**src/rtl/regfile_pkg.sv**
```systemverilog
// Shared constants and state encoding for the register-file sweep master.
package regfile_pkg;

  localparam int NREGS = 32;
  localparam int AW    = 5;
  localparam int DW    = 32;

  localparam logic [AW-1:0] ZERO_REG = 5'd0;
  localparam logic [AW-1:0] LAST_IDX = 5'd31;

  typedef enum logic [1:0] {
    IDLE    = 2'd0,
    WRITE   = 2'd1,
    READ    = 2'd2,
    DONE_ST = 2'd3
  } state_t;

endpackage

```
**src/rtl/regfile_sweep_master_if.sv**
```systemverilog
// Register-file port bundle: one write port (RW/PW/LE) and two combinational read ports.
interface regfile_sweep_master_if;
  import regfile_pkg::*;

  logic [AW-1:0] RW;
  logic [DW-1:0] PW;
  logic          LE;
  logic [AW-1:0] RA;
  logic [AW-1:0] RB;
  logic [DW-1:0] PA;
  logic [DW-1:0] PB;

  modport master (output RW, PW, LE, RA, RB, input  PA, PB);
  modport slave  (input  RW, PW, LE, RA, RB, output PA, PB);
endinterface

```
**src/rtl/regfile_sweep_master_seq_accum.sv**
```systemverilog
// Loadable accumulator stepping by +/-STEP each enabled cycle; load has priority.
module seq_accum
  import regfile_pkg::*;
(
  input  logic          CLK,
  input  logic          RST,
  input  logic          load,
  input  logic [DW-1:0] load_val,
  input  logic          en,
  input  logic          sub,
  input  logic [DW-1:0] step,
  output logic [DW-1:0] acc
);

  logic [DW-1:0] acc_r;

  // accumulator register, wraps modulo 2^DW
  always_ff @(posedge CLK) begin
    if (RST) begin
      acc_r <= {DW{1'b0}};
    end else if (load) begin
      acc_r <= load_val;
    end else if (en) begin
      acc_r <= sub ? (acc_r - step) : (acc_r + step);
    end else begin
      acc_r <= acc_r;
    end
  end

  assign acc = acc_r;

endmodule

```
**src/rtl/regfile_sweep_master.sv**
```systemverilog
// Fill-then-verify sweep of the 32x32 register file: writes BASE+i*STEP to every
// register, reads back on both ports in opposite orders and counts mismatches.
module regfile_sweep_master
  import regfile_pkg::*;
(
  input  logic          CLK,
  input  logic          RST,
  input  logic          START,
  input  logic [DW-1:0] BASE,
  input  logic [DW-1:0] STEP,
  output logic          BUSY,
  output logic          DONE,
  output logic          ERR,
  output logic [6:0]    ERR_COUNT,
  output logic [AW-1:0] FIRST_ERR_ADDR,
  regfile_sweep_master_if.master rf
);

  state_t        state_r;
  logic [AW-1:0] idx_r;
  logic [DW-1:0] step_r;
  logic          busy_r, done_r, err_r, le_r;
  logic [6:0]    err_count_r;
  logic [AW-1:0] first_err_r, rw_r, ra_r, rb_r;

  logic          wr_load_s, wr_en_s, a_load_s, a_en_s, b_load_s, b_en_s;
  logic [DW-1:0] wr_load_val_s, wr_acc_s, acc_a_s, acc_b_s, exp_a_s, exp_b_s;
  logic          mis_a_s, mis_b_s;

  // accumulator control: write data runs during WRITE; its final value seeds port B
  always_comb begin
    wr_load_s     = 1'b0;
    wr_load_val_s = {DW{1'b0}};
    wr_en_s       = 1'b0;
    a_load_s      = 1'b0;
    a_en_s        = 1'b0;
    b_load_s      = 1'b0;
    b_en_s        = 1'b0;
    case (state_r)
      IDLE: begin
        if (START) begin
          wr_load_s     = 1'b1;
          wr_load_val_s = BASE;
          a_load_s      = 1'b1;
        end else begin
          wr_load_s = 1'b0;
        end
      end
      WRITE: begin
        if (idx_r == LAST_IDX) begin
          wr_load_s = 1'b1;
          b_load_s  = 1'b1;
        end else begin
          wr_en_s = 1'b1;
        end
      end
      READ: begin
        a_en_s = 1'b1;
        b_en_s = 1'b1;
      end
      default: begin
        wr_load_s = 1'b0;
      end
    endcase
  end

  seq_accum u_wr (.CLK(CLK), .RST(RST), .load(wr_load_s), .load_val(wr_load_val_s),
                  .en(wr_en_s), .sub(1'b0), .step(step_r), .acc(wr_acc_s));
  seq_accum u_ea (.CLK(CLK), .RST(RST), .load(a_load_s), .load_val(BASE),
                  .en(a_en_s), .sub(1'b0), .step(step_r), .acc(acc_a_s));
  seq_accum u_eb (.CLK(CLK), .RST(RST), .load(b_load_s), .load_val(wr_acc_s),
                  .en(b_en_s), .sub(1'b1), .step(step_r), .acc(acc_b_s));

  // expected read data, R0 always reads as zero
  always_comb begin
    exp_a_s = (ra_r == ZERO_REG) ? {DW{1'b0}} : acc_a_s;
    exp_b_s = (rb_r == ZERO_REG) ? {DW{1'b0}} : acc_b_s;
    mis_a_s = (rf.PA != exp_a_s);
    mis_b_s = (rf.PB != exp_b_s);
  end

  // sweep sequencer with registered outputs
  always_ff @(posedge CLK) begin
    if (RST) begin
      state_r     <= IDLE;
      idx_r       <= 5'd0;
      step_r      <= {DW{1'b0}};
      busy_r      <= 1'b0;
      done_r      <= 1'b0;
      err_r       <= 1'b0;
      err_count_r <= 7'd0;
      first_err_r <= 5'd0;
      le_r        <= 1'b0;
      rw_r        <= 5'd0;
      ra_r        <= 5'd0;
      rb_r        <= 5'd0;
    end else begin
      case (state_r)
        IDLE: begin
          done_r <= 1'b0;
          le_r   <= START;
          busy_r <= START;
          rw_r   <= 5'd0;
          ra_r   <= 5'd0;
          rb_r   <= 5'd0;
          idx_r  <= 5'd0;
          if (START) begin
            state_r     <= WRITE;
            step_r      <= STEP;
            err_r       <= 1'b0;
            err_count_r <= 7'd0;
            first_err_r <= 5'd0;
          end else begin
            state_r <= IDLE;
          end
        end
        WRITE: begin
          if (idx_r == LAST_IDX) begin
            state_r <= READ;
            idx_r   <= 5'd0;
            le_r    <= 1'b0;
            rw_r    <= 5'd0;
            ra_r    <= 5'd0;
            rb_r    <= LAST_IDX;
          end else begin
            idx_r <= idx_r + 5'd1;
            rw_r  <= idx_r + 5'd1;
          end
        end
        READ: begin
          err_count_r <= err_count_r + {6'd0, mis_a_s} + {6'd0, mis_b_s};
          // port A index wins when both ports miss in the same cycle
          if (!err_r && (mis_a_s || mis_b_s)) begin
            err_r       <= 1'b1;
            first_err_r <= mis_a_s ? ra_r : rb_r;
          end else begin
            err_r <= err_r;
          end
          if (idx_r == LAST_IDX) begin
            state_r <= DONE_ST;
            busy_r  <= 1'b0;
            done_r  <= 1'b1;
            ra_r    <= 5'd0;
            rb_r    <= 5'd0;
            idx_r   <= 5'd0;
          end else begin
            idx_r <= idx_r + 5'd1;
            ra_r  <= idx_r + 5'd1;
            rb_r  <= LAST_IDX - (idx_r + 5'd1);
          end
        end
        DONE_ST: begin
          state_r <= IDLE;
          done_r  <= 1'b0;
        end
        default: begin
          state_r <= IDLE;
          busy_r  <= 1'b0;
          done_r  <= 1'b0;
          le_r    <= 1'b0;
        end
      endcase
    end
  end

  assign BUSY           = busy_r;
  assign DONE           = done_r;
  assign ERR            = err_r;
  assign ERR_COUNT      = err_count_r;
  assign FIRST_ERR_ADDR = first_err_r;
  assign rf.LE          = le_r;
  assign rf.RW          = rw_r;
  assign rf.PW          = wr_acc_s;
  assign rf.RA          = ra_r;
  assign rf.RB          = rb_r;

endmodule

```
**src/flat_wrapper.sv**
```systemverilog
// flat-port wrapper written by rule: the top's interface ports become plain ports
module regfile_sweep_master_flat import regfile_pkg::*;
  (CLK, RST, START, BASE, STEP, BUSY, DONE, ERR, ERR_COUNT, FIRST_ERR_ADDR, rf_RW, rf_PW, rf_LE, rf_RA, rf_RB, rf_PA, rf_PB);
  regfile_sweep_master_if rf_i ();
  input  logic CLK;
  input  logic RST;
  input  logic START;
  input  logic [DW-1:0] BASE;
  input  logic [DW-1:0] STEP;
  output logic BUSY;
  output logic DONE;
  output logic ERR;
  output logic [6:0] ERR_COUNT;
  output logic [AW-1:0] FIRST_ERR_ADDR;
  output wire logic [$bits(rf_i.RW)-1:0] rf_RW;
  output wire logic [$bits(rf_i.PW)-1:0] rf_PW;
  output wire logic [$bits(rf_i.LE)-1:0] rf_LE;
  output wire logic [$bits(rf_i.RA)-1:0] rf_RA;
  output wire logic [$bits(rf_i.RB)-1:0] rf_RB;
  input wire logic [$bits(rf_i.PA)-1:0] rf_PA;
  input wire logic [$bits(rf_i.PB)-1:0] rf_PB;
  assign rf_RW = rf_i.RW;
  assign rf_PW = rf_i.PW;
  assign rf_LE = rf_i.LE;
  assign rf_RA = rf_i.RA;
  assign rf_RB = rf_i.RB;
  assign rf_i.PA = rf_PA;
  assign rf_i.PB = rf_PB;
  regfile_sweep_master u_core (.CLK(CLK), .RST(RST), .START(START), .BASE(BASE), .STEP(STEP), .BUSY(BUSY), .DONE(DONE), .ERR(ERR), .ERR_COUNT(ERR_COUNT), .FIRST_ERR_ADDR(FIRST_ERR_ADDR), .rf(rf_i));
endmodule
```
**config.mk**
```make
export PLATFORM = sky130hd
export DESIGN_NAME = regfile_sweep_master_flat
export DESIGN_NICKNAME = d
export VERILOG_FILES = /design/src/rtl/regfile_pkg.sv /design/src/rtl/regfile_sweep_master_if.sv /design/src/rtl/regfile_sweep_master_seq_accum.sv /design/src/rtl/regfile_sweep_master.sv /design/src/flat_wrapper.sv
export SDC_FILE = /design/constraint.sdc
export NUM_CORES = 1
export LEC_CHECK = 0
export CORE_UTILIZATION = 35
export DETAILED_ROUTE_END_ITERATION = 7
export GPL_TIMING_DRIVEN = 0
export SLEW_MARGIN = 40
export SYNTH_ARGS = -nofsm -noshare
export SYNTH_HDL_FRONTEND = slang
export SYNTH_SLANG_ARGS = --single-unit
```
**constraint.sdc**
```tcl
create_clock -name CLK -period 3.4 [get_ports CLK]
set_input_delay 0.85 -clock CLK [delete_from_list [all_inputs] [get_ports CLK]]
set_output_delay 0.85 -clock CLK [all_outputs]
set_load 0.005 [all_outputs]
```
# Word level (Yosys, flattened, before mapping)
# Cells that the tools add are included.
[totals]
ff_bits = 166
elab_cells = 100
output_inout_bits = 63
[op_classes]
n_mux = 44
n_addsub = 7
reduce_logical = 24
n_eq_ne = 10
[op_table]
columns = ["cell", "n"]
rows = [
  ["two-way mux 32 bit", 10],
  ["adder 32 bit", 2],
  ["!= test 32 bit", 2],
  ["two-way mux 5 bit", 7],
  ["subtractor 32 bit", 1],
  ["case mux 5 bit (2 select lines)", 3],
  ["case mux 5 bit (3 select lines)", 2],
  ["adder 7 x 1 -> 7 bit", 2],
  ["case mux 7 bit (2 select lines)", 1],
  ["AND reduction 2 bit", 7],
  ["nonzero test 2 bit", 7],
  ["two-way mux 1 bit", 12],
  ["zero test 5 bit", 2],
  ["case mux 1 bit (2 select lines)", 5],
  ["case mux 2 bit (4 select lines)", 1],
  ["two-way mux 7 bit", 1],
  ["!= test 2 x 1 -> 1 bit, second input constant", 3],
  ["adder 5 x 1 -> 5 bit, second input constant", 1],
  ["equality test 5 bit, second input constant", 1],
  ["subtractor 5 bit, first input constant", 1],
  ["equality test 2 bit, second input constant", 2],
  ["two-way mux 2 bit", 2],
  ["OR reduction 2 bit", 2],
  ["AND reduction 3 bit", 1],
  ["7 further kinds", 7],
]

# Depth between registers and ports, before layout
[logic_depth]
depth_word = 7
mapped_depth = 17
depth_no_buf = 14

# Cells and area by module
# Synthesis repeated with hierarchy kept, for this count alone.
[hier_totals]
cells_unflattened = 2216
hier_area_um2 = 16080.4
[by_module_without_submodules]
columns = ["module", "cells_per_inst", "n_inst", "area_each_um2", "seq_area_each_um2"]
rows = [
  ["regfile_sweep_master", 631, 1, 4675.7, 1401.3],
  ["seq_accum at u_core.u_ea", 556, 1, 3957.5, 640.6],
  ["seq_accum at u_core.u_eb", 522, 1, 3786.1, 640.6],
  ["seq_accum at u_core.u_wr", 507, 1, 3661.0, 640.6],
]

# Worst setup path after synthesis
# No wires, ideal clock.
[synth_timing]
path_kind = "reg2reg"
startpoint = "register u_core.ra_r[1] (netlist: u_core.rf.RA[1])"
endpoint = "register u_core.err_count_r[4] (netlist: u_core.ERR_COUNT[4])"
n_path_buf = 1
setup_time_ps = 128
t_arrival_ps = 3211
stages_incl_launch_ff = 16
setup_slack_ps = 61
period_less_slack_ps = 3339
required_ps = 3272
cell_sequence = "dfxtp_1 > nor4_4 > and2_1 > buf_6 > nor2_1 > o32a_1 > or4_4 > nor3_4 > fa_1 > inv_1 > ha_1 > nand3_1 > nor3_1 > a21oi_1 > a2bb2oi_1 > nor2_1"
[synth_between]
elab_chain_cells = 6
[synth_rtl]
columns = ["item", "line_no", "rtl"]
rows = [
  ["start, declared", "regfile_sweep_master.sv:24", "logic [AW-1:0] first_err_r, rw_r, ra_r, rb_r;"],
  ["start signal, assigned", "regfile_sweep_master.sv:148", "ra_r <= idx_r + 5'd1;"],
  ["zero test 5 bit", "regfile_sweep_master.sv:76", "exp_a_s = (ra_r == ZERO_REG) ? {DW{1'b0}} : acc_a_s;"],
  ["two-way mux 32 bit", "regfile_sweep_master.sv:76", ""],
  ["!= test 32 bit", "regfile_sweep_master.sv:78", "mis_a_s = (rf.PA != exp_a_s);"],
  ["adder 7 x 1 -> 7 bit (2 in series)", "regfile_sweep_master.sv:131", "err_count_r <= err_count_r + {6'd0, mis_a_s} + {6'd0, mis_b_s};"],
  ["case mux 7 bit (2 select lines)", "regfile_sweep_master.sv:98", "case (state_r)"],
  ["end signal, assigned", "regfile_sweep_master.sv:131", ""],
  ["end, declared", "regfile_sweep_master.sv:23", "logic [6:0] err_count_r;"],
]
# Every way passes these cells.
# A chain may end at the register's enable or synchronous reset.

# Worst setup path after layout
[layout_timing]
startpoint = "register u_core.step_r[0]"
endpoint = "register u_core.u_ea.acc_r[30] (netlist: u_core.u_ea.acc[30])"
[layout_between]
elab_chain_cells = 3
[layout_rtl]
columns = ["item", "line_no", "rtl"]
rows = [
  ["start, declared", "regfile_sweep_master.sv:21", "logic [DW-1:0] step_r;"],
  ["start signal, assigned", "regfile_sweep_master.sv:87", "step_r <= {DW{1'b0}};"],
  ["adder 32 bit", "regfile_sweep_master_seq_accum.sv:24", "acc_r <= sub ? (acc_r - step) : (acc_r + step);"],
  ["two-way mux 32 bit", "regfile_sweep_master_seq_accum.sv:23", "end else if (en) begin"],
  ["two-way mux 32 bit", "regfile_sweep_master_seq_accum.sv:21", "end else if (load) begin"],
  ["end signal, assigned", "regfile_sweep_master_seq_accum.sv:22", "acc_r <= load_val;"],
  ["end signal, assigned", "regfile_sweep_master_seq_accum.sv:24", ""],
  ["end signal, assigned", "regfile_sweep_master_seq_accum.sv:26", "acc_r <= acc_r;"],
  ["end, declared", "regfile_sweep_master_seq_accum.sv:15", "logic [DW-1:0] acc_r;"],
]
# Every way passes these cells. The select of a mux whose other input is x is not followed.

==> impl_metrics.py <==
metrics = {
    "cells_and_area": {
        "drive_gt1_share_pct": 9.15,
        "post_route_design_area_um2": 17000,
        "postLayoutCoreUtil_pct": 46.5,
        "layout.filler_cells": 3594,
        "layout_common_cells": "sky130_fd_sc_hd__nor2_1 (217), sky130_fd_sc_hd__a21oi_1 (175), sky130_fd_sc_hd__clkdlybuf4s50_1 (167)",
        "area_delta_synth_final_pct": 30.8,
        "final_net_count": 2169,
        "diodes": 0,
        "layoutNonFillerInstCount": 2414,
        "mostFrequentLayoutCell": "sky130_fd_sc_hd__nor2_1",
    },
    "drt": {
        "dr_wl_met2_um": 25100,
        "drc_errors": 0,
        "drt_iter0_markers": 955,
        "wire_per_inst_um": 22.8,
        "detail_route.wirelength_um": 55000,
        "vias_per_cell": 5.86,
        "detailedRoute.firstPassIterationCount": 6,
        "antenna_violating_nets_post_route": 0,
        "detailroute.via_count": 14100,
        "route.top_layer_used": "met4",
        "dr_wl_met3_um": 3990,
        "routedLengthMet1_um": 24200,
    },
    "global_route": {
        "pin_count_of_the_biggest_net_entering_global_routing": 17,
        "grt_first_pass_wirelength_um": 81600,
        "grt.total_usage_pct": 28.5,
        "grt_pass1_vias": 13600,
        "grt_antenna_before_repair": 0,
        "globalRoute.totalOverflow": 0,
    },
    "setup_path": {
        "worst-r2r-setup-slack_ps": 4,
        "critPathLaunch": "u_core.step_r[0]$_SDFFE_PP0P_",
        "maximum_net_fanout_on_the_critical_path": 4,
        "startpoint_of_the_lowest_slack_register_to_register_path": "u_core.step_r[0]$_SDFFE_PP0P_",
        "worst-endpoint-arrival_ps": 3700,
        "worst_ep_required_time_ps": 3700,
        "end_kind": "flop",
        "slowest_stage": "sky130_fd_sc_hd__or4_4",
        "timing.critical_path.from_type": "flop",
        "timing.critical_path.slowest_cell_delay_ps": 440,
        "cp_class": "reg2reg",
        "timing.critical_path.to": "u_core.u_ea.acc[30]$_SDFFE_PP0P_",
        "reg2reg_to": "u_core.u_ea.acc[30]$_SDFFE_PP0P_",
        "worst_r2r_path_depth": 14,
        "critical_path_cell_list": "ha_4, inv_2, fa_2, nor2b_2, o31a_1, or4_4, a311o_1, a31oi_4, o211a_4, buf_12, o311ai_4, a21o_1, a31oi_1, a211oi_2",
    },
    "die": {
        "core_area_um2": 36500,
        "floorplan.die.height_um": 195,
        "boundaryPins": 194,
        "design.die.area_um2": 37900,
        "placementRows": 70,
        "die_w_um": 195,
        "start_util_pct": 35.5,
    },
    "power_and_ir_drop": {
        "total_power_mw": 13.4,
        "clock_power_share_pct": 14.9,
        "seqPwrFrac_pct": 25.6,
        "combPwrFrac_pct": 59.5,
        "vdd_drop_max_mv": 0.435,
        "netSwitchingFraction_pct": 47.9,
        "total_switching_power_mw": 6.42,
        "power.leakage_nw": 6.83,
        "internal_power_contribution_mw": 6.97,
        "cellPowerDensity_nw_per_um2": 789,
    },
    "synthesis": {
        "synth.ff_latch_count": 166,
        "yosysTopAreaCellShare_pct": 25.6,
        "synth_top_family_by_area": "compound AO/OA/AOI/OAI gates",
        "synth.mux.area_fraction_pct": 2.73,
        "synthDistinctLibCells": 72,
        "synth_area_per_cell_um2": 7.67,
        "synthesis.yosys.warnings": 0,
        "synthCells": 1692,
        "seq_area_frac_synth_pct": 25.6,
        "yosys.area_share.adder_pct": 10.4,
        "synth_area_leader_cell": "sky130_fd_sc_hd__dfxtp_1",
        "synthSimpleGateAreaFrac_pct": 21.9,
        "post_synthesis_compound_gate_area_fraction_pct": 27.8,
        "synth-edff-count": 0,
        "mappedNetlistArea_um2": 13000,
        "synthFlopType": "sky130_fd_sc_hd__dfxtp_1",
        "area_share_of_xor_xnor_cells_in_the_synthesized_design_pct": 7.22,
        "mappedNetlistNets": 1928,
        "netlist_top_cells_area": "sky130_fd_sc_hd__dfxtp_1 (26%), sky130_fd_sc_hd__ha_1 (9.7%), sky130_fd_sc_hd__a21oi_1 (6.9%), sky130_fd_sc_hd__nor2_1 (6.3%), sky130_fd_sc_hd__xnor2_1 (5.4%)",
        "share_of_flip_flops_with_an_asynchronous_set_or_reset_pct": 0,
    },
    "timing": {
        "hold_slack_ps": 477,
        "fmaxAchievable_mhz": 294,
        "setup-violations-final": 0,
        "post-route-period-util_pct": 99.9,
        "finalHoldViolations": 0,
        "worst_slack_ps": 3.95,
        "maxSlewHeadroom_pct": 40.6,
        "period_needed_ps": 3400,
        "final_clock_skew_ps": 15.3,
        "maxSlewViolCount": 0,
        "grt_setup_unrepaired": "true",
        "tightest_slew_ps": 890,
        "totalNegativeSetupSlack_ps": 0,
    },
    "job": {
        "reported_max_cap_violation_count": 0,
    },
    "cts": {
        "cts_hold_buffers": 0,
        "worst_setup_hold_path_clk_slew_ps": 80,
        "htreeDepth": 4,
        "clock_sink_count": 166,
        "tritoncts_clock_tree": "yes",
        "clock_latency_ps": 460,
        "ctsLongestPathBuffers": 2,
        "clock-root-buffer": "sky130_fd_sc_hd__clkbuf_16",
        "numCtsBuffers": 17,
    },
    "placement": {
        "io_buffers": 193,
        "detailed_place_hpwl_um": 42900,
        "gpl.final_weighted_congestion": 0.970,
        "place_worst_setup_slack_ps": -1070,
        "placedCellCount": 2353,
        "dpl-instance-area_um2": 15500,
    },
    "status": {
        "run_status": "completed",
    },
    "hold_path": {
        "hold_path.class": "reg2reg",
    },
}
[per-layer routing]
metal	track usage (%)	up-vias
li1	-	6708
met1	37.9	6775
met2	46.3	565
met3	4.49	97
met4	9.96	0
met5	0	-
[cells by family (layout without fill, tap and decap cells)]
kind of cell               Yosys count  in the layout
and+or+nand+nor                    580            580
AOI/OAI and AO/OA                  550            550
DFF                                166            166
buffers and inverters              149            403
xor gates and xnor gates           107            107
adders and majority gates          105            105
muxes                               35             35
[cell usage after synthesis, types with 5 or more instances]
master / instances
sky130_fd_sc_hd__nand2_1: 153
sky130_fd_sc_hd__mux2i_1: 32
sky130_fd_sc_hd__buf_2: 6
sky130_fd_sc_hd__o21a_1: 12
sky130_fd_sc_hd__and2_1: 8
sky130_fd_sc_hd__dfxtp_1: 166
sky130_fd_sc_hd__buf_1: 6
sky130_fd_sc_hd__and3_1: 34
sky130_fd_sc_hd__o32ai_1: 28
sky130_fd_sc_hd__o211ai_1: 11
sky130_fd_sc_hd__a211oi_1: 63
sky130_fd_sc_hd__a31o_2: 6
sky130_fd_sc_hd__o2bb2ai_1: 7
sky130_fd_sc_hd__nand3_1: 30
sky130_fd_sc_hd__or3_1: 10
sky130_fd_sc_hd__clkbuf_1: 65
sky130_fd_sc_hd__a221oi_1: 10
sky130_fd_sc_hd__a21boi_0: 5
sky130_fd_sc_hd__nor3b_1: 8
sky130_fd_sc_hd__inv_1: 71
sky130_fd_sc_hd__xnor2_1: 80
sky130_fd_sc_hd__a21oi_1: 179
sky130_fd_sc_hd__nand4_1: 12
sky130_fd_sc_hd__o22ai_1: 11
sky130_fd_sc_hd__ha_1: 101
sky130_fd_sc_hd__a31oi_1: 47
sky130_fd_sc_hd__nand2b_1: 15
sky130_fd_sc_hd__a21o_1: 43
sky130_fd_sc_hd__nor2_1: 218
sky130_fd_sc_hd__nor3_1: 23
sky130_fd_sc_hd__a2bb2oi_1: 7
sky130_fd_sc_hd__a22oi_1: 8
sky130_fd_sc_hd__o31ai_1: 5
sky130_fd_sc_hd__nor2b_1: 17
sky130_fd_sc_hd__o21ai_0: 59
sky130_fd_sc_hd__xor2_1: 27
sky130_fd_sc_hd__nor4bb_1: 31
sky130_fd_sc_hd__o21bai_1: 15
[power groups by stage]
stage	Clock (mW)	Sequential, mW	Combinational [mW]
finish	1.99	3.43	7.97
global route	2.08	3.46	8.75
CTS	2.00	3.35	7.56
detailed placement	0	3.39	7.29
global placement	0	3.38	7.22
floorplan	0	2.90	5.39
[repair_timing]
action	CTS	global route
buffers inserted	11	16
gates resized for setup	31	123
endpoints found under the hold margin	0	0
pin swaps	19	43
endpoints found under the setup margin	28	22
cloned	0	2
[area by class of cell]
type	count	area, um2	share of cell area, %
Buffer	78	350	2.06
Clock buffer	17	425	2.51
Clock inverter	15	146	0.863
Inverter	71	267	1.57
Multi-Input combinational cell	1377	9570	56.4
Sequential cell	166	3360	19.8
Tap cell	468	586	3.45
Timing Repair Buffer	222	2260	13.3
[worst min-delay path by stage]
stage | cells after the start | start | to
floorplan | 1 | u_core.FIRST_ERR_ADDR[0]$_SDFFE_PP0P_ | u_core.FIRST_ERR_ADDR[0]$_SDFFE_PP0P_
global placement | 1 | u_core.FIRST_ERR_ADDR[4]$_SDFFE_PP0P_ | u_core.FIRST_ERR_ADDR[4]$_SDFFE_PP0P_
detailed placement | 1 | u_core.FIRST_ERR_ADDR[4]$_SDFFE_PP0P_ | u_core.FIRST_ERR_ADDR[4]$_SDFFE_PP0P_
CTS | 1 | u_core.FIRST_ERR_ADDR[4]$_SDFFE_PP0P_ | u_core.FIRST_ERR_ADDR[4]$_SDFFE_PP0P_
global route | 1 | u_core.FIRST_ERR_ADDR[3]$_SDFFE_PP0P_ | u_core.FIRST_ERR_ADDR[3]$_SDFFE_PP0P_
finish | 1 | u_core.FIRST_ERR_ADDR[4]$_SDFFE_PP0P_ | u_core.FIRST_ERR_ADDR[4]$_SDFFE_PP0P_
[state kept, by name, indices dropped and copies added (netlist names), 2 cells and up]
signal	count
u_core.step_r	32
u_core.u_wr.acc	32
u_core.rf.RW	5
u_core.ERR_COUNT	7
u_core.u_eb.acc	32
u_core.rf.RB	5
u_core.FIRST_ERR_ADDR	5
u_core.rf.RA	5
u_core.state_r	2
u_core.idx_r	5
u_core.u_ea.acc	32
[critical path, delay by kind of cell (launching register included)]
family | cells | cell delay [ps]
flops | 1 | 380
buf+inv | 2 | 160
compound gates | 8 | 1830
fa+ha+maj | 2 | 380
simple gates | 2 | 500
Note: power is estimated with default switching activity, not from simulation.
